$ cat config.mk
export PLATFORM = sky130hd
export DESIGN_NAME = pc_fetch_stage
export DESIGN_NICKNAME = d
export VERILOG_FILES = /design/src/rtl/pc_fetch_stage.sv
export SDC_FILE = /design/constraint.sdc
export NUM_CORES = 1
export LEC_CHECK = 0
export BUFFER_PORTS_ARGS = -buffer_cell sky130_fd_sc_hd__buf_2
export CORE_ASPECT_RATIO = 0.6
export CORE_MARGIN = 3
export CORE_UTILIZATION = 48
export DETAILED_ROUTE_END_ITERATION = 7
export HOLD_SLACK_MARGIN = 0.08
export PLACE_DENSITY = 0.8
export RECOVER_POWER = 50
export REMOVE_ABC_BUFFERS = 1
export SKIP_LAST_GASP = 1
export SLEW_MARGIN = 20
export SYNTH_ARGS = -nofsm -noshare
export SYNTH_HDL_FRONTEND = slang
export SYNTH_SLANG_ARGS = --single-unit
$ cat constraint.sdc
create_clock -name clk -period 3.45 [get_ports clk]
set_clock_uncertainty 0.1 [all_clocks]
set_input_delay 0.345 -clock clk [delete_from_list [all_inputs] [get_ports clk]]
set_output_delay 0.345 -clock clk [all_outputs]
set_load 0.1 [all_outputs]
$ cat src/rtl/pc_fetch_stage.sv
// pc_fetch_stage: IF stage of a 5-stage pipeline. Holds the PC and the IF/ID
// register, applies load-use stalls and Jump/branch redirects from ID, and
// inserts a single-cycle bubble (SQUASH state) after each redirect.
// Optional macro PC_FETCH_PERF_CNT_EN adds redirect/stall performance counters.
module pc_fetch_stage #(
    parameter logic [31:0] RESET_PC = 32'h0000_0000,
    parameter logic [31:0] NOP_WORD = 32'h0000_0000
) (
    input  logic        clk,
    input  logic        rst,
    input  logic        stall,
    input  logic        Jump,
    input  logic        PCSrc,
    input  logic [31:0] jump_addr,
    input  logic [31:0] b_tgt,
    input  logic [31:0] imem_rdata,
    output logic [31:0] imem_addr,
    output logic [31:0] if_id_instr,
    output logic [31:0] if_id_pc4,
    output logic        if_id_valid,
`ifdef PC_FETCH_PERF_CNT_EN
    output logic [31:0] redirect_cnt,
    output logic [31:0] stall_cnt,
`endif
    output logic        squash
);

    typedef enum logic {RUN = 1'b0, SQUASH = 1'b1} state_e;

    state_e      state_q;
    logic [31:0] pc_q;
    logic [31:0] instr_q;
    logic [31:0] pc4_q;
    logic        valid_q;

    logic [31:0] pc_plus4;
    logic [31:0] redir_tgt;
    logic        redirect;

    // Next sequential PC and redirect target; Jump outranks the branch.
    // Targets are forced word aligned so the PC low bits stay zero.
    always_comb begin
        pc_plus4  = pc_q + 32'd4;
        redir_tgt = Jump ? {jump_addr[31:2], 2'b00} : {b_tgt[31:2], 2'b00};
        // The instruction in ID is a bubble while squashing, so its redirect
        // lines cannot be trusted and are dropped.
        redirect  = !stall && (state_q == RUN) && (Jump || PCSrc);
    end

    // PC, IF/ID register and RUN/SQUASH control in one registered FSM.
    always_ff @(posedge clk) begin
        if (rst) begin
            state_q <= RUN;
            pc_q    <= RESET_PC;
            instr_q <= NOP_WORD;
            pc4_q   <= 32'd0;
            valid_q <= 1'b0;
        end else if (stall) begin
            // Load-use stall: everything holds, redirects wait for ID to move.
            state_q <= state_q;
        end else if (redirect) begin
            state_q <= SQUASH;
            pc_q    <= redir_tgt;
            instr_q <= NOP_WORD;
            pc4_q   <= pc_plus4;
            valid_q <= 1'b0;
        end else begin
            state_q <= RUN;
            pc_q    <= pc_plus4;
            instr_q <= imem_rdata;
            pc4_q   <= pc_plus4;
            valid_q <= 1'b1;
        end
    end

`ifdef PC_FETCH_PERF_CNT_EN
    logic [31:0] redirect_cnt_q;
    logic [31:0] stall_cnt_q;

    // Free-running event counters, wrapping naturally at 2^32.
    always_ff @(posedge clk) begin
        if (rst) begin
            redirect_cnt_q <= 32'd0;
            stall_cnt_q    <= 32'd0;
        end else begin
            if (redirect) redirect_cnt_q <= redirect_cnt_q + 32'd1;
            if (stall)    stall_cnt_q    <= stall_cnt_q + 32'd1;
        end
    end

    assign redirect_cnt = redirect_cnt_q;
    assign stall_cnt    = stall_cnt_q;
`endif

    assign imem_addr   = pc_q;
    assign if_id_instr = instr_q;
    assign if_id_pc4   = pc4_q;
    assign if_id_valid = valid_q;
    assign squash      = (state_q == SQUASH);

endmodule

# Yosys cells after proc, flatten, opt, wreduce, memory -nomap -nowiden
# Cells that the tools add are included.
# totals
register_bits,98
latchBits,0
ramBits,0
romBits,0
in_bits,101
out_inout_bits,98
wordCells,16
mem_count,0
# op_classes
addsub,1
multipliers,0
n_div,0
order_cmp,0
eq_ne,0
n_shift,0
n_mux,5
bitwise,1
n_reduce_logical,4
# op_table
cell,count
32-bit 2-to-1 mux,3
32-bit by 3-bit adder with 32-bit output (second input constant),1
1-bit logical AND,2
1-bit 2-to-1 mux,2
1-bit logical NOT,1
1-bit logical OR,1
1-bit inverter,1

# Logic depth before layout (Yosys ltp)
# logic_depth
depth_word,4
depth_mapped,7
mapped_depth_nobuf,6

# Worst setup path before layout
# Ideal clock, no wire load.
# synth_path
kind,reg-to-reg
startpoint,"register pc_q[2], in the netlist imem_addr[2]"
endpoint,"register pc4_q[22], in the netlist if_id_pc4[22]"
setup_time_ps,86
arrival_ps,2683
t_required_ps,3264
slack_ps,582
stages_incl_launch_ff,8
path_buffers,1
period_less_slack_ps,2868
path_cell_list,dfxtp_1 ha_1 nand4_1 nor4_4 buf_2 nand2_1 xnor2_1 a211oi_1
# synth_via
elab_chain_cells,1
# synth_rtl
element,line,source
"start, declared",31,logic [31:0] pc_q;
"start signal, assigned",63,pc_q <= redir_tgt;
"start signal, assigned",69,pc_q <= pc_plus4;
32-bit by 3-bit adder with 32-bit output,43,pc_plus4 = pc_q + 32'd4;
"end signal, assigned",65,pc4_q <= pc_plus4;
"end signal, assigned",71,pc4_q <= pc_plus4;
"end, declared",33,logic [31:0] pc4_q;
# No other way between the ends.
# A chain may end at the register's enable or synchronous reset.

# Worst setup path in the final report
# layout_path
startpoint,input stall
endpoint,"register instr_q[7], in the netlist if_id_instr[7]"
# layout_via
elab_chain_cells,4
# layout_rtl
element,line,source
"start, declared",11,"input logic stall,"
1-bit logical NOT,47,redirect = !stall && (state_q == RUN) && (Jump || PCSrc);
1-bit logical AND (2 in a row),47,
32-bit 2-to-1 mux,61,end else if (redirect) begin
"end signal, assigned",70,instr_q <= imem_rdata;
"end, declared",32,logic [31:0] instr_q;
# Several ways; a longest one is shown, not always the timed one.

==> results.yml <==
setup_path:
  r2r_slack_ns: 0.80
  arrival_ns: 2.85
  path_max_fanout: 55
  critPathCaptureType: "flip-flop"
  ff2ff_path_depth: 7
  worstReg2RegStart: "imem_addr[3]"
  cp-start-kind: "input port"
  path_class: "in2reg"
  reg2reg_to: "imem_addr[22]"
  cp.required_ns: 3.61
global_route:
  grt_overflow: 0
  grt_pass1_vias: 4583
  grt_max_degree: 86
  grt_pass1_wl_um: 22490
  antenna_found_initial: 0
  grt.total_usage_pct: 23.92
cts:
  clock_path_buffers: 2
  clock-sinks: 94
  cts_tree: "yes"
  ctsHoldBuffers: 0
  post_cts_buffers: 0
  numCtsBuffers: 9
  cts_root_buf: "clkbuf_16"
  worstSkewPairLatency_ns: 0.34
  post_cts_resize_count: 0
  htree_levels: 3
  clk_pin_slew_ns: 0.07
sta:
  fmax_mhz: 371.8
  rsz0062_at_grt: "false"
  worst_pin_slew_ns: 1.686
  fin_crit_ns: 2.690
  relSlewSlack_pct: -12.43
  final_max_slew_viol_count: 86
  finalHoldViolations: 0
  worst_slack_ns: 0.7602
  finalSetupViolations: 0
  period_share_pct: 77.96
  setup_tns_ns: 0
  hold_ws_ns: 0.2452
route:
  drt_iter0_markers: 326
  routedWlPerCell_um: 15.40
  wl_um: 14020
  drt.antenna.violating_nets: 0
  first_pass_iters: 8
  drc: 0
  num_vias: 5070
  vias_per_cell: 5.571
die:
  dieArea_sq_um: 11440
  start_util_pct: 51.17
  io_pins: 199
  fp.dieH_um: 84.06
  core-area_sq_um: 9527
  rows: 27
  die_width_um: 136.1
final_layout:
  num_antenna_cells: 0
  fin_area_sq_um: 6043
  num-fill-cells: 906
  final_cell_mix: "buf_2 (107), nor2_1 (101), dfxtp_1 (94), clkbuf_1 (83), a21oi_1 (74)"
  area.growth.synth_to_final_pct: 23.97
  layout_commonest_cell: "buf_2"
  fin_nets: 877
  final_cells: 910
  layout-drive-gt1-share_pct: 18.08
place:
  dp_cells: 894
  placed_area_sq_um: 5842
  hpwlAfterDp_um: 9763
  port_buffers: 190
  gp_congestion: 0.8409
  dp_slack_ns: 0.8799
synthesis:
  synth.area.top_cells: "dfxtp_1 (39%), nor2_1 (7.8%), a21oi_1 (7.6%), mux2i_1 (6.0%), and3_1 (5.0%)"
  synthArstFlopShare_pct: 0
  syn_area_sq_um: 4875
  ys_seq_elements: 94
  synth_cells: 623
  synth_edf_count: 0
  ys_seq_area_share_pct: 38.60
  yosysTopAreaCellShare_pct: 38.60
  synthFlopType: "dfxtp_1"
  yosysWarningCount: 0
  yosys.cell_types.count: 45
  syn_avg_cell_area_sq_um: 7.825
  synth_area_leader_cell: "dfxtp_1"
power_and_ir_drop:
  leakage_nw: 2.589
  cellPowerDensity_nw_per_um2: 518.6
  ir_drop_v: 0.0002715
flow_run:
  drv_cap: 1
hold_path:
  hold_path_depth: 4
  min-delay-start: "imem_rdata[13]"
  hold_end: "if_id_instr[13]"
  hold_path.class: "in2reg"
outcome:
  outcome: "finished with violations"
  violations: "capacitance limit, slew limit"
-- worst max-delay path, stage by stage --
cell and delay, ns:
clkbuf_1 0.10, inv_1 0.88, clkbuf_2 0.99, and3_1 0.30
a21oi_1 0.05, nor2_1 0.17
-- cells in the mapped netlist, types with 2 or more instances --
cell type and instances:
o21ai_0 24, buf_4 5, and4_1 3, nand4_1 7, buf_1 6, dfxtp_1 94
inv_1 11, o32ai_1 6, xnor2_1 11, xor2_1 16, nand4_4 2, a211oi_1 21
a31oi_1 12, a41o_1 3, nor4_4 3, nand2_1 47, nor2_1 101, clkbuf_1 41
mux2i_1 29, nor3_1 15, o21a_1 3, nand3_1 16, buf_2 6, and3_1 39
a21oi_1 74, a41oi_1 2, or4_1 4, nor4_1 5
-- layout make-up --
class	instances	area, sq um	share of cell area, %
inverters	11	41.29	0.6832
flip-flops and latches	94	1882	31.14
well taps	130	162.7	2.692
clock inverters	6	92.59	1.532
clock buffers	10	229.0	3.789
multi-input cells	462	2725	45.09
repair buffers	197	910.9	15.07
-- flip-flops by register name (all words and copies together), names as in the netlist --
| signal | cells |
|---|---|
| if_id_instr | 32 |
| if_id_pc4 | 30 |
| if_id_valid | 1 |
| imem_addr | 30 |
| squash | 1 |
-- power breakdown --
part           total, mW  switching (mW)  internal [mW]
Combinational      0.856           0.679          0.177
Sequential          1.21          0.0650           1.15
Clock               1.07           0.426          0.641
-- through the flow --
step | total power, mW | util [%]
2_1_floorplan | 1.877 | -
3_3_place_gp | 2.086 | 61.32
3_5_place_dp | 2.103 | 61.32
4_1_cts | 3.172 | 64.70
5_1_grt | 3.270 | 63.44
6_report | 3.134 | 63.44
-- worst max-delay path by stage --
stage                             from        endpoint  cells after the start  slack (ns)
after floorplan                  PCSrc   imem_addr[20]                      4       -0.14
after global placement    imem_addr[3]   if_id_pc4[18]                      7        0.97
after detailed placement  imem_addr[3]   if_id_pc4[18]                      7        0.88
after CTS                 imem_addr[3]   if_id_pc4[18]                      7        0.89
after global routing             stall    imem_addr[4]                      6        0.52
final                            stall  if_id_instr[7]                      6        0.76
-- kinds of logic (layout without fill, tap and decap cells) --
logic type	count (synthesis)	after routing	share of synthesized area, %
AOI/OAI and AO/OA	152	152	18.61
xor gates and xnor gates	27	27	4.851
adders and majority gates	1	1	0.2566
buffers and inverters	70	224	5.955
DFF	94	94	38.60
muxes	30	30	6.186
other	1	4	0.07693
and+or+nand+nor	248	248	25.46
-- per-layer routing --
metal  share of wire, %  vias up  GRT usage, %
li1                   -     2502             -
met1                 46     2337         33.37
met2                 45      204         37.94
met3                7.8       27         5.602
met4                1.2        0         4.575
met5                  0        -             0
No activity file was read; power rests on OpenSTA's default activity.
